[config.mk]
export PLATFORM = sky130hd
export DESIGN_NAME = pattern_det_param
export DESIGN_NICKNAME = d
export VERILOG_FILES = /design/src/rtl/pattern_det_param.sv
export SDC_FILE = /design/constraint.sdc
export NUM_CORES = 1
export LEC_CHECK = 0
export ABC_CLOCK_PERIOD_IN_PS = 4100
export CAP_MARGIN = 30
export CORE_MARGIN = 2
export CORE_UTILIZATION = 53
export DETAILED_ROUTE_END_ITERATION = 12
export PLACE_DENSITY = 0.84
export SLEW_MARGIN = 20
export SYNTH_ARGS = -nofsm -noshare
export SYNTH_HDL_FRONTEND = slang
export SYNTH_SLANG_ARGS = --single-unit
[constraint.sdc]
create_clock -name clk -period 4.1 [get_ports clk]
set_input_delay 0.82 -clock clk [delete_from_list [all_inputs] [get_ports clk]]
set_output_delay 0.82 -clock clk [all_outputs]
set_load 0.03 [all_outputs]
[src/rtl/pattern_det_param.sv]
// Serial pattern detector: matches the last W valid input bits against a loadable
// pattern, emits a registered one-cycle pulse and keeps a saturating match count.
module pattern_det_param #(
  parameter int W     = 4,
  parameter int CNT_W = 8
) (
  input  logic             clk,
  input  logic             rst,
  input  logic             in,
  input  logic             in_valid,
  input  logic [W-1:0]     pattern,
  input  logic             pat_load,
  input  logic             overlap,
  output logic             out,
  output logic [CNT_W-1:0] match_cnt,
  output logic             cnt_sat
);

  localparam int FILL_W = $clog2(W + 1);
  localparam logic [FILL_W-1:0] FILL_FULL = FILL_W'(W);

  logic [W-1:0]      pat_q,  pat_d;
  logic [W-1:0]      hist_q, hist_d;
  logic [FILL_W-1:0] fill_q, fill_d;
  logic              out_q,  out_d;
  logic [CNT_W-1:0]  cnt_q,  cnt_d;

  logic [W-1:0]      hist_shift;
  logic [FILL_W-1:0] fill_inc;
  logic              match;

  function automatic logic [CNT_W-1:0] sat_inc(input logic [CNT_W-1:0] v);
    return (&v) ? v : v + CNT_W'(1);
  endfunction

  assign hist_shift = {hist_q[W-2:0], in};
  assign fill_inc   = (fill_q == FILL_FULL) ? FILL_FULL : fill_q + FILL_W'(1);
  // The fill check keeps an all-zero pattern from matching the cleared history.
  assign match      = in_valid && !pat_load && (fill_inc == FILL_FULL) && (hist_shift == pat_q);

  always_comb begin
    pat_d  = pat_q;
    hist_d = hist_q;
    fill_d = fill_q;
    out_d  = 1'b0;
    cnt_d  = cnt_q;
    if (pat_load) begin
      pat_d  = pattern;
      hist_d = '0;
      fill_d = '0;
    end else if (in_valid) begin
      hist_d = hist_shift;
      fill_d = fill_inc;
      if (match) begin
        out_d = 1'b1;
        cnt_d = sat_inc(cnt_q);
        if (!overlap) fill_d = '0;
      end
    end
  end

  always_ff @(posedge clk or negedge rst) begin
    if (!rst) begin
      pat_q  <= '0;
      hist_q <= '0;
      fill_q <= '0;
      out_q  <= 1'b0;
      cnt_q  <= '0;
    end else begin
      pat_q  <= pat_d;
      hist_q <= hist_d;
      fill_q <= fill_d;
      out_q  <= out_d;
      cnt_q  <= cnt_d;
    end
  end

  assign out       = out_q;
  assign match_cnt = cnt_q;
  assign cnt_sat   = &cnt_q;

endmodule

== Yosys cells after proc, flatten, opt, wreduce, memory -nomap -nowiden ==
Index checks and enable logic that the tools add are counted.
Word-level totals
  bits in writable memories: 0
  ROM bits: 0
  input port bits: 10
  memories kept: 0
  register bits: 19
  output and inout port bits: 10
  bits in latches: 0
Operators by class
  shift-type cells: 0
  $add $sub $neg: 2
  eq/ne operators: 3
  divide/modulo/power cells: 0
  bitwise operators: 2
  $lt $le $gt $ge: 0
  reductions and logical operators: 7
  multiply operators: 0
  multiplexer cells: 10
Operators with widths (count)
  3-bit 2-to-1 mux: 7
  8-bit by 1-bit adder with 8-bit output, second input constant: 1
  8-bit AND reduction: 1
  3-bit equality test, second input constant: 2
  4-bit equality test: 1
  4-bit AND reduction: 1
  3-bit by 1-bit adder with 3-bit output, second input constant: 1
  1-bit logical AND: 3
  1-bit 2-to-1 mux: 3
  1-bit inverter: 2
  2-bit nonzero test: 1
  1-bit logical NOT: 1

== Longest topological paths before layout ==
Gate-level depths: netlist of run 1.
  depth after elaboration: 8
  depth in mapped cells: 7
  mapped depth without buffers: 7

== Worst setup path after synthesis of run 1 ==
Ideal clock, no wire load.
  kind: reg2out
  start: register cnt_q[0] (netlist: match_cnt[0])
  end: output port cnt_sat
  buffers on the path: 0
  path slack: 1.963 ns
  stages on the path, launching flop included: 4
  arrival time: 1.317 ns
  cells stage by stage: dfrtp_1 > ha_1 > nand3_1 > nor2_1
Between the ends
  cells in the longest elaborated chain, start to end: 1
RTL lines
  start, declared: line 26  | logic [CNT_W-1:0] cnt_q, cnt_d;
  start signal, assigned: line 74  | cnt_q <= cnt_d;
  8-bit AND reduction: line 80  | assign cnt_sat = &cnt_q;
  end, declared: line 16  | output logic cnt_sat
No other way between the ends.

== Worst setup path in the final report of run 1 ==
Same ends and word-level chain as after synthesis.

==> out/results.ini, run 1 <==
[sta]
fin_skew_ns = 0.00128
setup_violations = 0
finalHoldViolCount = 0
finalCriticalPeriod_ns = 2.63
whs_ns = 0.492
rsz0062_at_grt = false
timing.setup.tns_ns = 0
finalCritPeriodShare_pct = 64.2
slew_headroom_pct = 63.8
setup_ws_ns = 1.47
finalMaxSlewViolations = 0
worst_pin_slew_ns = 0.541
maxClockFrequency_mhz = 380

[critical_path]
cp-end-kind = primary output
path_delay_family = buffers and inverters
worstPathCellList = ha_1, nand3_1, nor2_1, clkdlybuf4s50_1
slowest_delay_ns = 0.67
path_buf_inv = 1
start_kind = flop
path_max_fanout = 4
cp_data_arrival_time_ns = 1.81
worstPathRequired_ns = 3.28
worst-setup-path-type = flop to primary output
cp_slowest_cell = clkdlybuf4s50_1

[die]
die_x_um = 46.4
die_h_um = 46.4
start_util_pct = 55.8
row_count = 15
core_region_area_sq_um = 1710
dieArea_sq_um = 2150
ios = 20

[synth]
seq_area_frac_synth_pct = 49.9
synth_fa_ha_area_share_pct = 3.94
synthMuxAreaShare_pct = 11.3
ys_warn_count = 0
syn_inst = 78
synthSimpleGateAreaFrac_pct = 19.6
syn-cell-area_sq_um = 952
syn_area_per_cell_sq_um = 12.2
synth_seq_cells = 19
ys_types = 24
synth_xor_area_share_pct = 10.1
synth_top_family_by_area = simple AND/OR/NAND/NOR gates
synth_nets = 91
synth_compound_area_share_pct = 3.15

[flow_run]
maxCapViolCount = 0

[power]
peakVddDrop_mv = 0.216
leakagePower_nw = 0.594
power_density_nw_per_um2 = 275

[drt]
route.detailed.drc = 0
first_iter_violations = 5
wire_per_inst_um = 12.3
first_pass_iters = 4
routed_wl_mm = 1.53
vias = 619
vias_per_cell = 4.95
antenna_left = 0

[clock_tree]
htree_levels = 1
clk_latency_ns = 0.29
cts_sinks = 19
root_buffer = clkbuf_4
holdBufCountCts = 0
cts_buffer_depth = 2
cts_tree = yes
cts_resized = 0
clk_pin_slew_ns = 0.10
cts_setup_buffers = 0
cts_inserted_buffers = 3

[layout]
nets = 114
area_growth_pct = 26.0
drive_gt1_share_pct = 15.0
diodes = 0

[status]
status = complete, no violations

[global_route]
grt_max_degree = 20
grt_pass1_wl_mm = 2.45
grt_pass1_vias = 573
grt_overflow = 0
track_usage_pct = 16.8
antenna_found_initial = 0

[placed_design]
place.gp.congestion = 0.809
port_buffers = 19
pre_cts_ws_ns = 1.34
dp_hpwl_mm = 1.13

[min_path]
hp-class = flop to flop

[stage by stage]
stage                     utilization (%)  cell area [sq um]  std cells  total power, mW
after floorplan                         -                952         78            0.225
after global placement               68.1               1160        120            0.241
after detailed placement             68.1               1160        120            0.242
after CTS                            69.6               1190        124            0.334
after global routing                 70.3               1200        125            0.348
final                                70.3               1200        125            0.330
[layout by cell type, fill, tap and decap left out, drive strengths merged, types with 2 or more instances in the layout]
master / count
nor2: 11
mux2i: 4
inv: 2
nand2: 5
nor3: 2
clkbuf: 4
xor2: 10
clkdlybuf4s50: 19
and3b: 2
ha: 3
dfrtp: 19
nand3: 2
mux2: 6
[synthesized netlist by cell type]
library cell	n	area, sq um
nor2_1	11	41.3
nand3_1	2	10.0
nor4b_4	1	23.8
dfrtp_1	19	475
buf_4	1	7.51
nand4b_4	1	23.8
a22o_1	1	8.76
and3b_2	1	10.0
ha_1	3	37.5
mux2_2	6	67.6
o21ba_2	1	10.0
clkbuf_1	1	3.75
and3_1	1	6.26
xor2_1	10	87.6
nand2_1	5	18.8
nand4_1	1	6.26
a2111o_1	1	11.3
mux2i_1	4	40.0
nor4_4	1	21.3
xnor2_1	1	8.76
nand2b_1	1	6.26
nor3_1	2	10.0
inv_1	2	7.51
and3b_1	1	8.76
[routing by layer]
metal	share of wire (%)	vias to the layer above	wire length, um	track usage, %
met5	0	-	0	0
met2	48	12	730	24.7
li1	-	310	-	-
met4	0.91	0	14	8.57
met1	48	295	732	23.2
met3	3.5	2	53	3.53
[flip-flops by register name, summed over array words and instances, names as in the netlist]
name       flops
match_cnt      8
out            1
fill_q         3
pat_q          4
hist_q         3
[report_power, final]
group          internal [mW]  total, mW  leakage [nW]  switching [mW]
clock network         0.0378     0.0911        0.0150          0.0533
logic                 0.0218     0.0396         0.325          0.0178
registers              0.194      0.199         0.254         0.00527
[final cells by class]
cell class | count | area [sq um]
Multi-Input combinational cell | 55 | 458
Tap cell | 25 | 31.3
Fill cell | 113 | 508
Sequential cell | 19 | 475
Inverter | 2 | 7.51
Timing Repair Buffer | 20 | 201
Clock buffer | 4 | 26.3
[final timing paths]
check                                   from      endpoint  slack (ns)  cells after the start
max in group asynchronous                rst      pat_q[3]        2.82                      2
worst max-delay path            match_cnt[0]       cnt_sat        1.47                      4
worst max register to register     fill_q[0]  match_cnt[7]        2.14                      7
min in group asynchronous                rst  match_cnt[6]        0.84                      1
worst min register to register  match_cnt[7]  match_cnt[7]        0.49                      1
worst min-delay path            match_cnt[7]  match_cnt[7]        0.49                      1
[logic make-up after synthesis]
kind of cell / count (synthesis)
compound gates: 3
buf+inv: 4
flops: 19
simple gates: 28
xor+xnor: 11
mux: 10
fa+ha+maj: 3
Power figures use the tool's default switching activity.
==> run 2: changes to the inputs <==
ABC_CLOCK_PERIOD_IN_PS = 2200   (was 4100)
CORE_UTILIZATION = 44   (was 53)
PLACE_DENSITY = 0.74   (was 0.84)
clock period = 2.2 ns   (was 4.1 ns; I/O delays follow)
==> run 2 against run 1 <==
Against the previous run: count of clock-buffer cells in the layout is 1 lower; sequential power rose by 86%; wire length increased by 5.2%; register-to-register slack got worse by 1.9 ns; die area rose by 19%; sequential cell count did not move; final cell count is 3.2% higher; critical endpoint unchanged.
==> out/results.ini, run 2 (same netlist as run 1, synthesis figures left out) <==
[status]
status = complete, no violations  ; unchanged

[die]
start_util_pct = 47.6  ; was 55.8%
row_count = 16  ; was 15
die_x_um = 50.5  ; was 46.4 um
ios = 20  ; unchanged
die_h_um = 50.5  ; was 46.4 um
dieArea_sq_um = 2550  ; was 2150 sq um
core_region_area_sq_um = 2000  ; was 1710 sq um

[layout]
drive_gt1_share_pct = 17.6  ; was 15.0%
largest_reg_flops = 8  ; unchanged
multi_input_area_sq_um = 458  ; unchanged
area_growth_pct = 27.5  ; was 26.0%
nets = 116  ; was 114
fill_cells = 176  ; was 113
seq_area_sq_um = 475  ; unchanged
diodes = 0  ; unchanged
final_common_cell = dfrtp_1
final_cell_mix = dfrtp_1 (19), clkdlybuf4s50_1 (18), nor2_1 (11)  ; was dfrtp_1 (19), clkdlybuf4s50_1 (19), nor2_1 (11)

[drt]
routed_wl_mm = 1.61  ; was 1.53 mm
first_iter_violations = 2  ; was 5
first_pass_iters = 2  ; was 4
vias_per_cell = 5.09  ; was 4.95
route.detailed.drc = 0  ; unchanged
vias = 657  ; was 619
wire_per_inst_um = 12.5  ; was 12.3 um
antenna_left = 0  ; unchanged

[global_route]
grt_pass1_vias = 636  ; was 573
grt_pass1_wl_mm = 2.73  ; was 2.45 mm
grt_max_degree = 20  ; unchanged
antenna_found_initial = 0  ; unchanged
grt_overflow = 0  ; unchanged
track_usage_pct = 14.0  ; was 16.8%

[critical_path]
timing.rr.start = fill_q[0]  ; unchanged
cp-end-kind = primary output  ; unchanged
regToRegSetupSlack_ns = 0.23  ; was 2.14 ns
reg2reg_depth = 7  ; unchanged
cp_data_arrival_time_ns = 1.55  ; was 1.81 ns
start_kind = flop  ; unchanged
path_max_fanout = 4  ; unchanged
rr_endpoint = match_cnt[7]  ; unchanged
worstPathRequired_ns = 1.76  ; was 3.28 ns
worst-setup-path-type = flop to primary output  ; unchanged
startpoint = match_cnt[0]  ; unchanged

[clock_tree]
cts_buffer_depth = 2  ; unchanged
cts_inserted_buffers = 3  ; unchanged
htree_levels = 1  ; unchanged
cts_tree = yes  ; unchanged
cts_sinks = 19  ; unchanged
clk_pin_slew_ns = 0.11  ; was 0.10 ns
cts_resized = 1  ; was 0
holdBufCountCts = 0  ; unchanged
cts_setup_buffers = 0  ; unchanged
clk_latency_ns = 0.28  ; was 0.29 ns
root_buffer = clkbuf_4  ; unchanged

[flow_run]
maxCapViolCount = 0  ; unchanged

[min_path]
hp-class = primary input to async pin  ; was flop to flop

[sta]
maxClockFrequency_mhz = 502
fin_skew_ns = 0.00112  ; was 0.00128 ns
finalMaxSlewViolations = 0  ; unchanged
rsz0062_at_grt = false  ; unchanged
slew_headroom_pct = 78.5  ; was 63.8%
finalCritPeriodShare_pct = 90.6
timing.setup.tns_ns = 0  ; unchanged
worst_pin_slew_ns = 0.322  ; was 0.541 ns
finalCriticalPeriod_ns = 1.99
setup_violations = 0  ; unchanged
finalHoldViolCount = 0  ; unchanged
whs_ns = 0.474  ; was 0.492 ns

[placed_design]
place.gp.congestion = 0.744  ; was 0.809
port_buffers = 19  ; unchanged
dp_hpwl_mm = 1.28  ; was 1.13 mm

[power]
leakagePower_nw = 0.610  ; was 0.594 nW
peakVddDrop_mv = 0.398  ; was 0.216 mV
power_density_nw_per_um2 = 508  ; was 275 nW/um^2

## run 2: cell types whose count changed in the layout (fill, tap and decap cells not counted), sizes merged
cell / delta
buf: +2
clkdlybuf4s50: -1
clkbuf: -1
dlygate4sd2: +1
clkinv: +1
## run 2: power by group
part           leakage [nW]  internal [mW]  total (mW)  switching [mW]
logic                 0.338         0.0423      0.0759          0.0336
clock network        0.0177         0.0674       0.170           0.102
registers             0.254          0.362       0.371         0.00921
total                 0.610          0.471       0.616           0.145
## run 2: worst max-delay path by stage
stage | slack [ns] | cells after the start | end
after floorplan | 0.40 | 7 | match_cnt[7]
after global placement | 0.09 | 6 | match_cnt[7]
after detailed placement | 0.03 | 6 | match_cnt[7]
after CTS | 0.19 | 4 | cnt_sat
after global routing | 0.08 | 4 | cnt_sat
final | 0.21 | 4 | cnt_sat
## run 2: layer usage
layer / vias to the layer above / GRT usage, % / wire (um)
li1: 317 / - / -
met1: 330 / 18.1 / 753
met2: 8 / 23.9 / 799
met3: 2 / 1.79 / 38
met4: 0 / 5.41 / 19
met5: - / 0 / 0
## run 2: through the flow
step	instance area, sq um	worst slack, ns	util (%)	cells	power [mW]
2_1_floorplan	952	0.398	-	78	0.419
3_3_place_gp	1190	0.0917	59.3	125	0.452
3_5_place_dp	1190	0.0327	59.3	125	0.455
4_1_cts	1210	0.190	60.6	129	0.625
5_1_grt	1210	0.0759	60.6	129	0.650
6_report	1210	0.207	60.6	129	0.616
## run 2: critical path, stage by stage (launching register included)
cell	delay, ns
dfrtp_1	0.42
ha_1	0.18
nand3_1	0.13
nor2_1	0.12
dlygate4sd2_1	0.41
## run 2: area by class of cell
| cell class | count | area share [%] |
|---|---|---|
| clock inverter | 1 | 0.412 |
| tap | 27 | 2.78 |
| timing repair buffer | 22 | 17.4 |
| sequential | 19 | 39.2 |
| clock buffer | 3 | 1.86 |
| inverter | 2 | 0.619 |
| multi-input combinational | 55 | 37.7 |
==> run 3: changes to the inputs <==
CTS_CLUSTER_DIAMETER = 30   (was unset)
==> results of run 3 <==
Final layout, timing and power as in run 2 (identical DEF).
